--- src/rtl/spi_pkg.sv ---
// Shared definitions for the SPI transmit feeder: word width, FSM state type,
// default abort timeout and a saturating timer helper.
package spi_pkg;

    localparam int SPI_WORD_W  = 12;
    localparam int SPI_TIMEOUT = 1023;

    typedef enum logic [1:0] {
        IDLE = 2'd0,
        REQ  = 2'd1,
        XFER = 2'd2
    } feeder_state_t;

    function automatic logic [15:0] sat_inc16(input logic [15:0] v);
        return (v == 16'hFFFF) ? v : v + 16'd1;
    endfunction

endpackage

--- src/rtl/spi_sync_fifo.sv ---
// Small synchronous FIFO with show-ahead head word and extra-MSB pointers
// for full/empty detection.
module spi_sync_fifo
    import spi_pkg::*;
#(
    parameter int DATA_W = SPI_WORD_W,
    parameter int DEPTH  = 8
) (
    input  logic                     clk,
    input  logic                     rst,
    input  logic                     push,
    input  logic                     pop,
    input  logic [DATA_W-1:0]        wdata,
    output logic [DATA_W-1:0]        rdata,
    output logic                     full,
    output logic                     empty,
    output logic [$clog2(DEPTH):0]   level
);

    localparam int AW = $clog2(DEPTH);

    logic [AW:0]       wr_ptr_q, wr_ptr_d;
    logic [AW:0]       rd_ptr_q, rd_ptr_d;
    logic [DATA_W-1:0] mem_q [DEPTH];
    logic              push_ok;
    logic              pop_ok;

    // Push is refused when full even if a pop happens in the same cycle.
    assign push_ok = push && !full && rst;
    assign pop_ok  = pop && !empty;

    assign empty = (wr_ptr_q == rd_ptr_q);
    assign full  = (wr_ptr_q[AW] != rd_ptr_q[AW]) &&
                   (wr_ptr_q[AW-1:0] == rd_ptr_q[AW-1:0]);
    assign level = wr_ptr_q - rd_ptr_q;
    assign rdata = mem_q[rd_ptr_q[AW-1:0]];

    always_comb begin
        wr_ptr_d = wr_ptr_q;
        rd_ptr_d = rd_ptr_q;
        if (push_ok) begin
            wr_ptr_d = wr_ptr_q + 1'b1;
        end
        if (pop_ok) begin
            rd_ptr_d = rd_ptr_q + 1'b1;
        end
    end

    always_ff @(posedge clk) begin
        if (!rst) begin
            wr_ptr_q <= '0;
            rd_ptr_q <= '0;
        end else begin
            wr_ptr_q <= wr_ptr_d;
            rd_ptr_q <= rd_ptr_d;
        end
    end

    always_ff @(posedge clk) begin
        if (push_ok) begin
            mem_q[wr_ptr_q[AW-1:0]] <= wdata;
        end
    end

endmodule

--- src/rtl/spi_tx_feeder.sv ---
// Buffers host words and hands them one at a time to the SPI master through
// newd/din, using the master's chip select to detect transfer completion.
module spi_tx_feeder
    import spi_pkg::*;
#(
    parameter int DATA_W  = SPI_WORD_W,
    parameter int DEPTH   = 8,
    parameter int TIMEOUT = SPI_TIMEOUT
) (
    input  logic                     clk,
    input  logic                     rst,
    input  logic                     s_valid,
    input  logic [DATA_W-1:0]        s_data,
    output logic                     s_ready,
    output logic                     newd,
    output logic [DATA_W-1:0]        din,
    input  logic                     cs,
    output logic                     busy,
    output logic [$clog2(DEPTH):0]   level,
    output logic [15:0]              sent_cnt,
    output logic                     timeout_err,
    input  logic                     err_clr
);

    localparam logic [15:0] TIMEOUT_V = 16'(TIMEOUT);

    feeder_state_t     state_q, state_d;
    logic [DATA_W-1:0] din_q, din_d;
    logic              newd_q, newd_d;
    logic [15:0]       timer_q, timer_d;
    logic [15:0]       sent_q, sent_d;
    logic              err_q, err_d;
    logic              timeout_set;

    logic              fifo_pop;
    logic [DATA_W-1:0] fifo_rdata;
    logic              fifo_full;
    logic              fifo_empty;

    spi_sync_fifo #(
        .DATA_W (DATA_W),
        .DEPTH  (DEPTH)
    ) u_fifo (
        .clk   (clk),
        .rst   (rst),
        .push  (s_valid),
        .pop   (fifo_pop),
        .wdata (s_data),
        .rdata (fifo_rdata),
        .full  (fifo_full),
        .empty (fifo_empty),
        .level (level)
    );

    assign s_ready     = !fifo_full;
    assign newd        = newd_q;
    assign din         = din_q;
    assign busy        = (state_q != IDLE);
    assign sent_cnt    = sent_q;
    assign timeout_err = err_q;

    always_comb begin
        state_d     = state_q;
        din_d       = din_q;
        newd_d      = newd_q;
        timer_d     = timer_q;
        sent_d      = sent_q;
        err_d       = err_q;
        fifo_pop    = 1'b0;
        timeout_set = 1'b0;

        case (state_q)
            IDLE: begin
                newd_d = 1'b0;
                if (!fifo_empty) begin
                    fifo_pop = 1'b1;
                    din_d    = fifo_rdata;
                    newd_d   = 1'b1;
                    timer_d  = '0;
                    state_d  = REQ;
                end
            end
            REQ: begin
                if (!cs) begin
                    newd_d  = 1'b0;
                    timer_d = '0;
                    state_d = XFER;
                end else if (timer_q == TIMEOUT_V) begin
                    // The master never took the word: drop it and report.
                    newd_d      = 1'b0;
                    timeout_set = 1'b1;
                    state_d     = IDLE;
                end else begin
                    timer_d = sat_inc16(timer_q);
                end
            end
            XFER: begin
                newd_d = 1'b0;
                if (cs) begin
                    sent_d  = sent_q + 16'd1;
                    state_d = IDLE;
                end else if (timer_q == TIMEOUT_V) begin
                    timeout_set = 1'b1;
                    state_d     = IDLE;
                end else begin
                    timer_d = sat_inc16(timer_q);
                end
            end
            default: begin
                newd_d  = 1'b0;
                state_d = IDLE;
            end
        endcase

        // A fresh timeout beats a simultaneous clear.
        if (err_clr) begin
            err_d = 1'b0;
        end
        if (timeout_set) begin
            err_d = 1'b1;
        end
    end

    always_ff @(posedge clk) begin
        if (!rst) begin
            state_q <= IDLE;
            din_q   <= '0;
            newd_q  <= 1'b0;
            timer_q <= '0;
            sent_q  <= '0;
            err_q   <= 1'b0;
        end else begin
            state_q <= state_d;
            din_q   <= din_d;
            newd_q  <= newd_d;
            timer_q <= timer_d;
            sent_q  <= sent_d;
            err_q   <= err_d;
        end
    end

endmodule
--- config.mk ---
export PLATFORM = sky130hd
export DESIGN_NAME = spi_tx_feeder
export DESIGN_NICKNAME = d
export VERILOG_FILES = /design/src/rtl/spi_pkg.sv /design/src/rtl/spi_sync_fifo.sv /design/src/rtl/spi_tx_feeder.sv
export SDC_FILE = /design/constraint.sdc
export NUM_CORES = 1
export LEC_CHECK = 0
export ABC_CLOCK_PERIOD_IN_PS = 3500
export BUFFER_PORTS_ARGS = -buffer_cell sky130_fd_sc_hd__buf_2
export CORE_MARGIN = 8
export CORE_UTILIZATION = 30
export CTS_CLUSTER_DIAMETER = 200
export CTS_CLUSTER_SIZE = 16
export DETAILED_ROUTE_END_ITERATION = 7
export PLACE_DENSITY = 0.58
export SYNTH_ARGS = -nofsm -noshare
export SYNTH_HDL_FRONTEND = slang
export SYNTH_SLANG_ARGS = --single-unit
--- constraint.sdc ---
create_clock -name clk -period 3.5 [get_ports clk]
set_input_delay 0.35 -clock clk [delete_from_list [all_inputs] [get_ports clk]]
set_output_delay 0.35 -clock clk [all_outputs]
set_load 0.01 [all_outputs]
== After elaboration in Yosys (flattened, before gate mapping) ==
Memories as Yosys holds them, arrays and structs flattened. A register that Yosys moved wholly into a read port is not among the register bits.
Index checks and enable logic that the tools add are counted.

* Add/sub/neg operators: 5
* Equality and inequality tests: 10
* Multiplexer cells: 24
* Bitwise gates (word level): 1
* Reductions and logical operators: 14

{| class="wikitable"
|+ Operators with widths
! cell !! number
|-
| 2-to-1 mux 16 bit || 5
|-
| one-hot mux 16 bit (3 select lines) || 1
|-
| adder 16 x 1 -> 16 bit (second input constant) || 2
|-
| equality test 16 x 10 -> 1 bit (second input constant) || 1
|-
| equality test 16 bit (second input constant) || 1
|-
| 2-to-1 mux 1 bit || 11
|-
| adder 4 x 1 -> 4 bit (second input constant) || 2
|-
| 2-to-1 mux 2 bit || 4
|-
| one-hot mux 2 bit (3 select lines) || 1
|-
| equality test 4 bit || 1
|-
| logical AND 1 bit || 4
|-
| != test 2 bit (second input constant) || 2
|-
| one-hot mux 1 bit (2 select lines) || 2
|-
| AND reduction 2 bit || 2
|-
| nonzero test 2 bit || 2
|-
| subtractor 4 bit || 1
|-
| equality test 3 bit || 1
|-
| zero test 1 bit || 3
|-
| != test 3 bit (second input constant) || 1
|-
| AND reduction 3 bit || 1
|-
| nonzero test 3 bit || 1
|-
| equality test 2 x 1 -> 1 bit (second input constant) || 1
|-
| equality test 2 bit (second input constant) || 1
|-
| zero test 2 bit || 1
|-
| 2 further kinds || 2
|}

* Register bits after elaboration: 44
* Bits in writable memories: 96
* Input bits: 17
* Output and inout port bits: 36
* Word-level logic and storage cells: 62
* Memories: 1

{| class="wikitable"
|+ Memory list
! name !! depth !! bits a word !! read ports !! clocked after Yosys merged registers in !! write ports !! line !! RTL
|-
| u_fifo.mem_q || 8 || 12 || 1 || 1 || 1 || spi_sync_fifo.sv:24 || <nowiki>logic [DATA_W-1:0] mem_q [DEPTH];</nowiki>
|}

== Logic depth before layout (Yosys ltp) ==
Gate-level depths: netlist of run 1.

* Depth after elaboration: 7
* Mapped depth: 12
* Depth with buffers taken out: 7

== Hierarchy ==
From an unflattened synthesis of run 1, not the netlist that was laid out.

* Cells, all modules: 490
* Area, all modules: 6633.9 µm²

{| class="wikitable"
|+ By module, submodules not included
! module !! times used !! cells each !! area an instance (µm²) !! sequential area each (µm²)
|-
| spi_sync_fifo || 1 || 215 || 4319.1 || 3103.0
|-
| spi_tx_feeder || 1 || 275 || 2314.7 || 960.9
|}

== Worst setup path before layout of run 1 ==
OpenSTA, ideal clock, no wires.

* Kind: register to register
* Start: register u_fifo.rd_ptr_q[2]
* End: memory u_fifo.mem_q[0][0] (netlist bit) (enable)
* Setup time: 0.396 ns
* Data arrival time: 2.873 ns
* Data required time: 3.104 ns
* Path slack: 0.231 ns
* Cell stages (with the launch flop): 10
* Buffers on the path: 3
* Period minus slack after synthesis: 3.269 ns
* Cells stage by stage: dfxtp_1 -> clkbuf_1 -> buf_1 -> inv_1 -> ha_1 -> and3_1 -> buf_6 -> nand2b_1 -> nand4_1 -> nor3_1

* Longest elaborated chain between the ends: 7

{| class="wikitable"
|+ Ends and longest elaborated chain
! what !! line !! RTL
|-
| start, declared || spi_sync_fifo.sv:23 || <nowiki>logic [AW:0] rd_ptr_q, rd_ptr_d;</nowiki>
|-
| start signal, assigned || spi_sync_fifo.sv:55 || <nowiki>rd_ptr_q <= rd_ptr_d;</nowiki>
|-
| equality test 3 bit || spi_sync_fifo.sv:34 || <nowiki>(wr_ptr_q[AW-1:0] == rd_ptr_q[AW-1:0]);</nowiki>
|-
| logical AND 1 bit || spi_sync_fifo.sv:33 || <nowiki>assign full = (wr_ptr_q[AW] != rd_ptr_q[AW]) &&</nowiki>
|-
| zero test 1 bit || -- ||
|-
| via s_ready || spi_tx_feeder.sv:14 || <nowiki>output logic s_ready,</nowiki>
|-
| logical AND 1 bit (2 in series) || spi_sync_fifo.sv:29 || <nowiki>assign push_ok = push && !full && rst;</nowiki>
|-
| 2-to-1 mux 1 bit || spi_sync_fifo.sv:60 || <nowiki>if (push_ok) begin</nowiki>
|-
| 2-to-1 mux 1 bit (not written as such) || spi_sync_fifo.sv:61 || <nowiki>mem_q[wr_ptr_q[AW-1:0]] <= wdata;</nowiki>
|-
| end, declared || spi_sync_fifo.sv:24 ||
|}

The timed path passes the listed nets, and every way through them passes these cells.

== Worst setup path after layout of run 1 ==
* Start: register u_fifo.wr_ptr_q[1]
* End: register timer_q[5]

* Longest elaborated chain between the ends: 3

{| class="wikitable"
|+ Ends and longest elaborated chain
! what !! line !! RTL
|-
| start, declared || spi_sync_fifo.sv:22 || <nowiki>logic [AW:0] wr_ptr_q, wr_ptr_d;</nowiki>
|-
| start signal, assigned || spi_sync_fifo.sv:54 || <nowiki>wr_ptr_q <= wr_ptr_d;</nowiki>
|-
| equality test 4 bit || spi_sync_fifo.sv:32 || <nowiki>assign empty = (wr_ptr_q == rd_ptr_q);</nowiki>
|-
| != test 2 bit (no line) || -- ||
|-
| AND reduction 3 bit (no line) || -- ||
|-
| end signal, assigned || spi_tx_feeder.sv:136 || <nowiki>timer_q <= timer_d;</nowiki>
|-
| end, declared || spi_tx_feeder.sv:30 || <nowiki>logic [15:0] timer_q, timer_d;</nowiki>
|}

Every way passes these cells.
A chain may end at the register's enable or synchronous reset.

==> results.cfg, run 1 <==
[placement]
routabilityCongestion = 0.850
dpl.hpwl_um = 9270
io_buffers = 52
postPlaceCellArea_um2 = 6950

[floorplanning]
row_count = 53
die_h_um = 161
dieArea_um2 = 26000
die_w_um = 161
core-area_um2 = 20900
start_util_pct = 30.3
io_pins = 53

[clocking]
clk_pin_slew_ns = 0.07
ctsRootBufferMaster = clkbuf_16
post_cts_buffers = 0
hold_buffers = 0
clk_latency_ns = 0.42
clock_path_buffers = 2
htreeDepth = 4
cts_tree = built
cts.sinks = 152
cts_inserted_buffers = 17
cts-resized-gates = 0

[timing]
setup_violations = 0
worst_slew_pin_slew_ns = 0.996
slew_violations = 0
min_period_ns = 2.70
fin_tns_setup_ns = 0
hold_viol = 0
rsz0062_at_grt = false
slew_headroom_pct = 33.5
post-route-period-util_pct = 77.0
skew_ns = 0.00805
fmax_mhz = 371

[power_and_ir_drop]
p_int_w = 0.00343
clkPwrFrac_pct = 36.7
p_seq_share_pct = 41.7
p_per_area_nw_per_um2 = 657
p_leak_nw = 2.62
ir_drop_mv = 0.363
combinationalPowerShare_pct = 21.6
p_sw_w = 0.00151
swShare_pct = 30.6

[yosys]
synth.distinct_cells = 44
synth-async-reset-ratio_pct = 0
syn_avg_cell_area_um2 = 13.1
ys.flop_type = edfxtp_1
syn_inst = 484
synth_nets = 513
synth-seq-cells = 152
synth_edf_count = 96
yosysWarnings = 0
syn_area_um2 = 6330
synth_seq_area_share_pct = 63.3

[finish]
antenna_cells = 0
fillCellCount = 2036
postLayoutCellArea_um2 = 7530
layout_common_cells = edfxtp_1 (96), dfxtp_1 (55), buf_2 (52)
final_common_cell = edfxtp_1
syn2layout_area_growth_pct = 19.0
fin_nets = 578
layout-drive-gt1-share_pct = 23.0

[route]
vias = 4114
via_per_inst = 4.92
ant_nets = 0
wire_per_inst_um = 17.4
remaining_drc_errors = 0
dr.pass1.iters = 4
drt-total-wl_um = 14600
first_iter_violations = 249

[setup_path]
worst_ep_arrival_time_ns = 3.04
critPathMaxFanout = 12
criticalPathCategory = flop to flop
critPathCaptureType = flop
worst_setup_path_start_kind = flop
worstPathRequired_ns = 3.84

[job]
maxCapViolCount = 0

[outcome]
status = finished clean

[grt]
grt_pass1_vias = 4174
grt_overflow = 0
grt_max_degree = 31
grt_use_total_pct = 11.5
grt_pass1_wl_um = 23100
antenna_found_initial = 1

[hold_path]
hp-class = primary input to flop
critical path, cell delays in order, from the launching register on:
cell     delay (ns)
dfxtp_1        0.51
ha_1           0.32
and3_1         0.25
a311o_1        0.50
or3_4          0.48
or3_1          0.37
a21oi_1        0.17
final timing paths:
check / from / end / slack, ns / cells after the start
setup / recovery: u_fifo.wr_ptr_q[1]$_SDFFE_PN0P_ / timer_q[5]$_SDFFE_PN0P_ / 0.80 / 6
hold / removal: s_data[4] / u_fifo.mem_q[5][4]$_DFFE_PP_ / 0.19 / 1
setup reg to reg: u_fifo.wr_ptr_q[1]$_SDFFE_PN0P_ / timer_q[5]$_SDFFE_PN0P_ / 0.80 / 6
hold reg to reg: timeout_err$_SDFFE_PN0P_ / timeout_err$_SDFFE_PN0P_ / 0.48 / 2
per-stage QoR:
stage | total power (W) | hold WS (ns) | setup WS [ns] | util [%] | cells
2_1_floorplan | 0.00288 | 0.449 | 0.231 | - | 484
3_3_place_gp | 0.00316 | 0.453 | 0.908 | 33.3 | 805
3_5_place_dp | 0.00318 | 0.468 | 0.835 | 33.3 | 805
4_1_cts | 0.00500 | 0.174 | 0.828 | 36.1 | 837
5_1_grt | 0.00519 | 0.187 | 0.648 | 36.1 | 837
6_report | 0.00495 | 0.191 | 0.804 | 36.1 | 837
flip-flops by register name, indices dropped and copies added, names as in the netlist:
register         flops
u_fifo.mem_q        96
sent_cnt            16
timer_q             16
din                 12
u_fifo.rd_ptr_q      4
u_fifo.wr_ptr_q      4
state_q              2
newd                 1
timeout_err          1
final cells by class:
class                           count  area (µm²)  share of cell area [%]
Clock inverter                     15         156                    2.08
Clock buffer                       17         425                    5.65
Tap cell                          275         344                    4.57
Inverter                           16        60.1                   0.797
Timing Repair Buffer               67         373                    4.95
Sequential cell                   152        4010                    53.2
Multi-Input combinational cell    295        2170                    28.8
metal layers:
metal	vias to the layer above	part of all wire [%]	global-route usage (%)	routed length, µm
li1	1956	-	-	-
met1	2023	45	13.9	6490
met2	109	48	18.2	6930
met3	24	6.2	4.20	900
met4	2	1.5	4.42	223
met5	-	0.089	0	13
synth_stat cells (all sizes together), types with 7 or more instances:
| library cell | instances | share of area (%) |
|---|---|---|
| or3 | 8 | 0.87 |
| a31oi | 13 | 1.3 |
| ha | 11 | 2.2 |
| buf | 8 | 0.99 |
| o21ai | 22 | 1.7 |
| nor4 | 9 | 0.99 |
| inv | 16 | 0.95 |
| xor2 | 7 | 0.97 |
| nand4 | 11 | 1.1 |
| nand2 | 45 | 2.7 |
| nand3 | 22 | 1.7 |
| mux4 | 24 | 8.5 |
| a21oi | 13 | 1.0 |
| dfxtp | 56 | 18 |
| nor3 | 8 | 0.63 |
| clkbuf | 13 | 0.77 |
| nor2 | 42 | 2.5 |
| edfxtp | 96 | 46 |
| xnor2 | 20 | 2.8 |
| o211ai | 8 | 0.95 |
cell families after synthesis:
group / Yosys count / share of synthesized area (%)
adder cells (fa/ha/maj): 12 / 2.49
XOR/XNOR: 27 / 3.74
AND/OR/NAND/NOR: 166 / 12.9
flip-flops: 152 / 63.3
multiplexers: 27 / 9.01
AO/OA/AOI/OAI: 63 / 5.91
buffers and inverters: 37 / 2.71
power by group through the flow:
stage	Sequential (W)	Clock [W]	Combinational, W
3_3_place_gp	0.00210	0	0.00106
4_1_cts	0.00206	0.00185	0.00109
2_1_floorplan	0.00212	0	0.000761
3_5_place_dp	0.00210	0	0.00108
5_1_grt	0.00207	0.00193	0.00118
6_report	0.00206	0.00181	0.00107
No activity file was read; power rests on OpenSTA's default activity.
==> inputs of run 2 (changes only) <==
Settings changed: ABC_CLOCK_PERIOD_IN_PS 3500 to 2200, PLACE_DENSITY 0.58 to 0.59.
Clock period 3.5 ns to 2.2 ns, I/O delays scaled along.
==> results.cfg, run 2 (synthesis results as in run 1) <==
[finish]
layout_common_cells = edfxtp_1 (96), buf_2 (52), dfxtp_1 (50)
largest_register_ffs = 96
instances_no_fill = 862
fin_nets = 603
layout-drive-gt1-share_pct = 29.1
syn2layout_area_growth_pct = 24.0
final_common_cell = edfxtp_1
antenna_cells = 0
postLayoutCellArea_um2 = 7850

[setup_path]
cpPeakStageDelay_ns = 0.43
worstPathRequired_ns = 2.55
criticalPathCategory = flop to flop
worst_ep_arrival_time_ns = 2.48
critPathTopFamily = simple AND/OR/NAND/NOR gates
crit_start = state_q[0]$_SDFFE_PN0P_
critical_path.slowest_cell = or3_4
reg2reg_from = state_q[0]$_SDFFE_PN0P_
worst_setup_path_start_kind = flop
critPathMaxFanout = 6
cp_num_buf_inv = 1
cp_cell_sequence = inv_1, ha_1, and2_1, a311o_1, or3_4, or3_1, a21oi_1
critPathCaptureType = flop

[timing]
hold_viol = 0
setup_violations = 0
slew_violations = 0
fin_tns_setup_ns = 0
whs_ns = 0.0589
fmax_mhz = 470
slew_headroom_pct = 63.4
worst_slew_pin_slew_ns = 0.549
skew_ns = 0.00836
min_period_ns = 2.13
post-route-period-util_pct = 96.7
rsz0062_at_grt = true

[grt]
grtUsageMet3_pct = 3.74
grt_max_degree = 31
grt_use_met2_pct = 18.8
grt_overflow = 0
grt_pass1_wl_um = 23300
use_met1_pct = 14.4
busiest_layer = met2
grt_use_total_pct = 11.6
grt_pass1_vias = 4356
antenna_found_initial = 0

[job]
maxCapViolCount = 0

[power_and_ir_drop]
p_per_area_nw_per_um2 = 1040
p_sw_w = 0.00240
swShare_pct = 29.5
combinationalPowerShare_pct = 24.9
p_seq_share_pct = 40.5
clkPwrFrac_pct = 34.6
p_leak_nw = 2.75
ir_drop_mv = 0.602
p_int_w = 0.00573

[floorplanning]
io_pins = 53
dieArea_um2 = 26000
core-area_um2 = 20900
row_count = 53
die_h_um = 161
die_w_um = 161
start_util_pct = 30.3

[placement]
routabilityCongestion = 0.840
postPlaceCellArea_um2 = 7200
dp.cells = 827
io_buffers = 52
dpl.hpwl_um = 9520

[route]
remaining_drc_errors = 0
ant_nets = 0
dr.pass1.iters = 5
vias = 4175
via_per_inst = 4.84
wire_per_inst_um = 17.0
first_iter_violations = 286
drt-total-wl_um = 14700

[clocking]
cts_inserted_buffers = 17
clk_latency_ns = 0.42
cts_tree = built
clk_pin_slew_ns = 0.06
clock_path_buffers = 2
cts.sinks = 152
hold_buffers = 0
ctsRootBufferMaster = clkbuf_16
htreeDepth = 4

[outcome]
status = finished clean

[hold_path]
min-delay-start = err_clr
hp-class = primary input to flop
-- run 2: cell types whose count changed in the layout (fill, tap and decap cells not counted), moves of 3 or more --
| cell | change |
|---|---|
| buf_12 | +3 |
| inv_8 | -4 |
| ha_4 | +3 |
| dfxtp_1 | -5 |
| dfxtp_2 | +4 |
| ha_1 | -3 |
| buf_4 | +21 |
| clkinv_4 | +3 |
-- run 2: power groups by stage --
stage                     sequential (W)  combinational (W)  clock (W)
after floorplan                  0.00338            0.00125          0
after global placement           0.00334            0.00190          0
after detailed placement         0.00335            0.00194          0
after CTS                        0.00329            0.00199    0.00286
after global routing             0.00331            0.00225    0.00298
final                            0.00329            0.00202    0.00281
-- run 2: metal layers --
| metal | wire length [µm] | vias to the layer above |
|---|---|---|
| met4 | 187 | 0 |
| met3 | 762 | 14 |
| met1 | 6730 | 2069 |
| met5 | 0 | - |
| met2 | 6990 | 91 |
| li1 | - | 2001 |
-- run 2: metrics by stage --
step	utilization, %	setup slack [ns]	power [W]
6_report	37.6	0.0720	0.00813
5_1_grt	37.6	-0.0122	0.00854
4_1_cts	37.3	0.00801	0.00813
3_5_place_dp	34.5	-0.00885	0.00529
3_3_place_gp	34.5	0.0409	0.00524
2_1_floorplan	-	-0.297	0.00463
-- run 2: worst paths after layout --
kind	slack, ns	depth (start not counted)	endpoint
hold / removal	0.06	3	timeout_err$_SDFFE_PN0P_
setup / recovery	0.07	7	timer_q[5]$_SDFFE_PN0P_
setup reg to reg	0.07	7	timer_q[5]$_SDFFE_PN0P_
hold reg to reg	0.47	2	timeout_err$_SDFFE_PN0P_
-- run 2: cell type report --
cell class              count  area [µm²]
clock inverters            12         120
multi-input cells         296        2250
clock buffers              20         457
fillers                  2012       13000
inverters                  16        67.6
flip-flops and latches    152        4010
well taps                 275         344
repair buffers             91         591
-- run 2: repair_timing --
item,CTS,global route
resized for setup,1,11
cloned,0,1
pin swaps,1,1
endpoints found under the setup margin,10,29
setup buffers,1,1
-- run 2: tightest hold or removal path, cell delays in order --
cell and delay [ns]:
buf_2 0.07, nand2b_1 0.09, a21oi_1 0.05
==> inputs of run 3 (changes only) <==
Settings changed: CORE_UTILIZATION 30 to 53, PLACE_DENSITY 0.59 to 0.87.
==> results.cfg, run 3 (synthesis results as in run 1) <==
[power_and_ir_drop]
power.total_w = 0.00806
ir_drop_mv = 0.625
p_leak_nw = 2.71
p_per_area_nw_per_um2 = 1050

[floorplanning]
dieArea_um2 = 15700
die_w_um = 125
die_h_um = 125
io_pins = 53
row_count = 40
core-area_um2 = 11800
start_util_pct = 53.6

[finish]
layout_common_cells = edfxtp_1 (96), dfxtp_1 (52), buf_2 (52)
fin_nets = 597
largest_register_ffs = 96
fillCellCount = 826
antenna_cells = 0
syn2layout_area_growth_pct = 20.8
layout-drive-gt1-share_pct = 28.1
final_common_cell = edfxtp_1
instances_no_fill = 728

[timing]
post-route-period-util_pct = 97.7
skew_ns = 0.0120
whs_ns = 0.0537
fmax_mhz = 465
slew_violations = 0
min_period_ns = 2.15
worst_slew_pin_slew_ns = 0.532
hold_viol = 0
rsz0062_at_grt = true
slew_headroom_pct = 64.3
worst_slack_ns = 0.0497
setup_violations = 0
fin_tns_setup_ns = 0

[grt]
use_met1_pct = 21.4
grt_use_total_pct = 18.8
busiest_layer = met2
grt_max_degree = 29
grt_pass1_wl_um = 22800
grt_use_met2_pct = 32.8
grtUsageMet3_pct = 4.97
grt_overflow = 0
antenna_found_initial = 0
grt_pass1_vias = 4450

[route]
dr.pass1.iters = 5
vias = 4390
ant_nets = 0
drt-total-wl_um = 14600
via_per_inst = 6.03
remaining_drc_errors = 0
wire_per_inst_um = 20.1
first_iter_violations = 520

[setup_path]
reg2reg_slack_ns = 0.05
worst_setup_path_start_kind = flop
reg2reg_from = u_fifo.wr_ptr_q[0]$_SDFFE_PN0P_
critPathMaxFanout = 9
r2r_end = timer_q[4]$_SDFFE_PN0P_
worstPathRequired_ns = 2.56
critPathCaptureType = flop
criticalPathCategory = flop to flop
reg2reg_depth = 7
worst_ep_arrival_time_ns = 2.51

[clocking]
hold_buffers = 0
cts_tree = built
ctsRootBufferMaster = clkbuf_16
clk_pin_slew_ns = 0.07
htreeDepth = 4
cts.sinks = 152
cts_inserted_buffers = 17
clock_path_buffers = 2
clk_latency_ns = 0.43

[hold_path]
hp-class = primary input to flop
min_to = u_fifo.mem_q[6][5]$_DFFE_PP_
hold_depth = 1
min-delay-start = s_data[5]

[placement]
dpl.hpwl_um = 9240
io_buffers = 52
routabilityCongestion = 0.846
dp.cells = 695
pre_cts_slack_ns = -0.00297

[job]
maxCapViolCount = 0

[outcome]
status = finished clean
-- run 3: changes by cell type in the layout (fill, tap and decap cells not counted), moves of 2 or more --
cell,before,now
inv_6,2,8
clkinvlp_4,1,4
dfxtp_1,50,52
buf_12,3,5
clkbuf_8,2,0
buf_4,36,28
clkinv_4,6,0
dfxtp_2,5,3
-- run 3: layout make-up --
type	count	area, µm²	area share (%)
tap	147	184	2.41
inverter	16	67.6	0.884
timing repair buffer	86	582	7.61
sequential	152	4010	52.5
clock inverter	14	138	1.80
multi-input combinational	295	2240	29.2
clock buffer	18	429	5.61
-- run 3: worst max path at each step --
stage / slack (ns) / start / to
6_report: 0.05 / u_fifo.wr_ptr_q[0]$_SDFFE_PN0P_ / timer_q[4]$_SDFFE_PN0P_
5_1_grt: -0.04 / u_fifo.wr_ptr_q[0]$_SDFFE_PN0P_ / timer_q[7]$_SDFFE_PN0P_
4_1_cts: 0.002 / u_fifo.wr_ptr_q[1]$_SDFFE_PN0P_ / level[2]
3_5_place_dp: -0.003 / u_fifo.wr_ptr_q[0]$_SDFFE_PN0P_ / timer_q[5]$_SDFFE_PN0P_
3_3_place_gp: 0.09 / u_fifo.wr_ptr_q[0]$_SDFFE_PN0P_ / timer_q[7]$_SDFFE_PN0P_
2_1_floorplan: -0.30 / u_fifo.rd_ptr_q[2]$_SDFFE_PN0P_ / timer_q[2]$_SDFFE_PN0P_
-- run 3: timing repair --
action	in CTS	in global routing
buffers inserted	0	1
hold endpoints to repair	0	0
resized for setup	0	11
setup endpoints to repair	1	45
cloned	0	0
pin swaps	1	1
-- run 3: through the flow --
step	instance area, µm²	util [%]
after detailed placement	7040	59.6
after global routing	7650	64.7
after global placement	7040	59.6
final	7650	64.7
after CTS	7600	64.4
after floorplan	6420	-
-- run 3: power breakdown --
| part | switching (W) | leakage (nW) | internal (W) |
|---|---|---|---|
| registers | 0.0000974 | 1.32 | 0.00319 |
| logic | 0.00113 | 1.12 | 0.000851 |
| clock network | 0.00122 | 0.267 | 0.00158 |
-- run 3: per-layer routing --
metal | wire (µm) | vias up | part of all wire (%)
met3 | 900 | 38 | 6.2
met2 | 7500 | 201 | 51
met5 | 0 | - | 0
met4 | 274 | 0 | 1.9
li1 | - | 1980 | -
met1 | 5930 | 2171 | 41
-- run 3: critical path, stage by stage, from the launching register on --
cell and delay, ns:
dfxtp_2 0.34, inv_1 0.05, ha_1 0.29, and3_4 0.20, a311o_1 0.27, or3_4 0.43, or3_1 0.36, a21oi_2 0.14
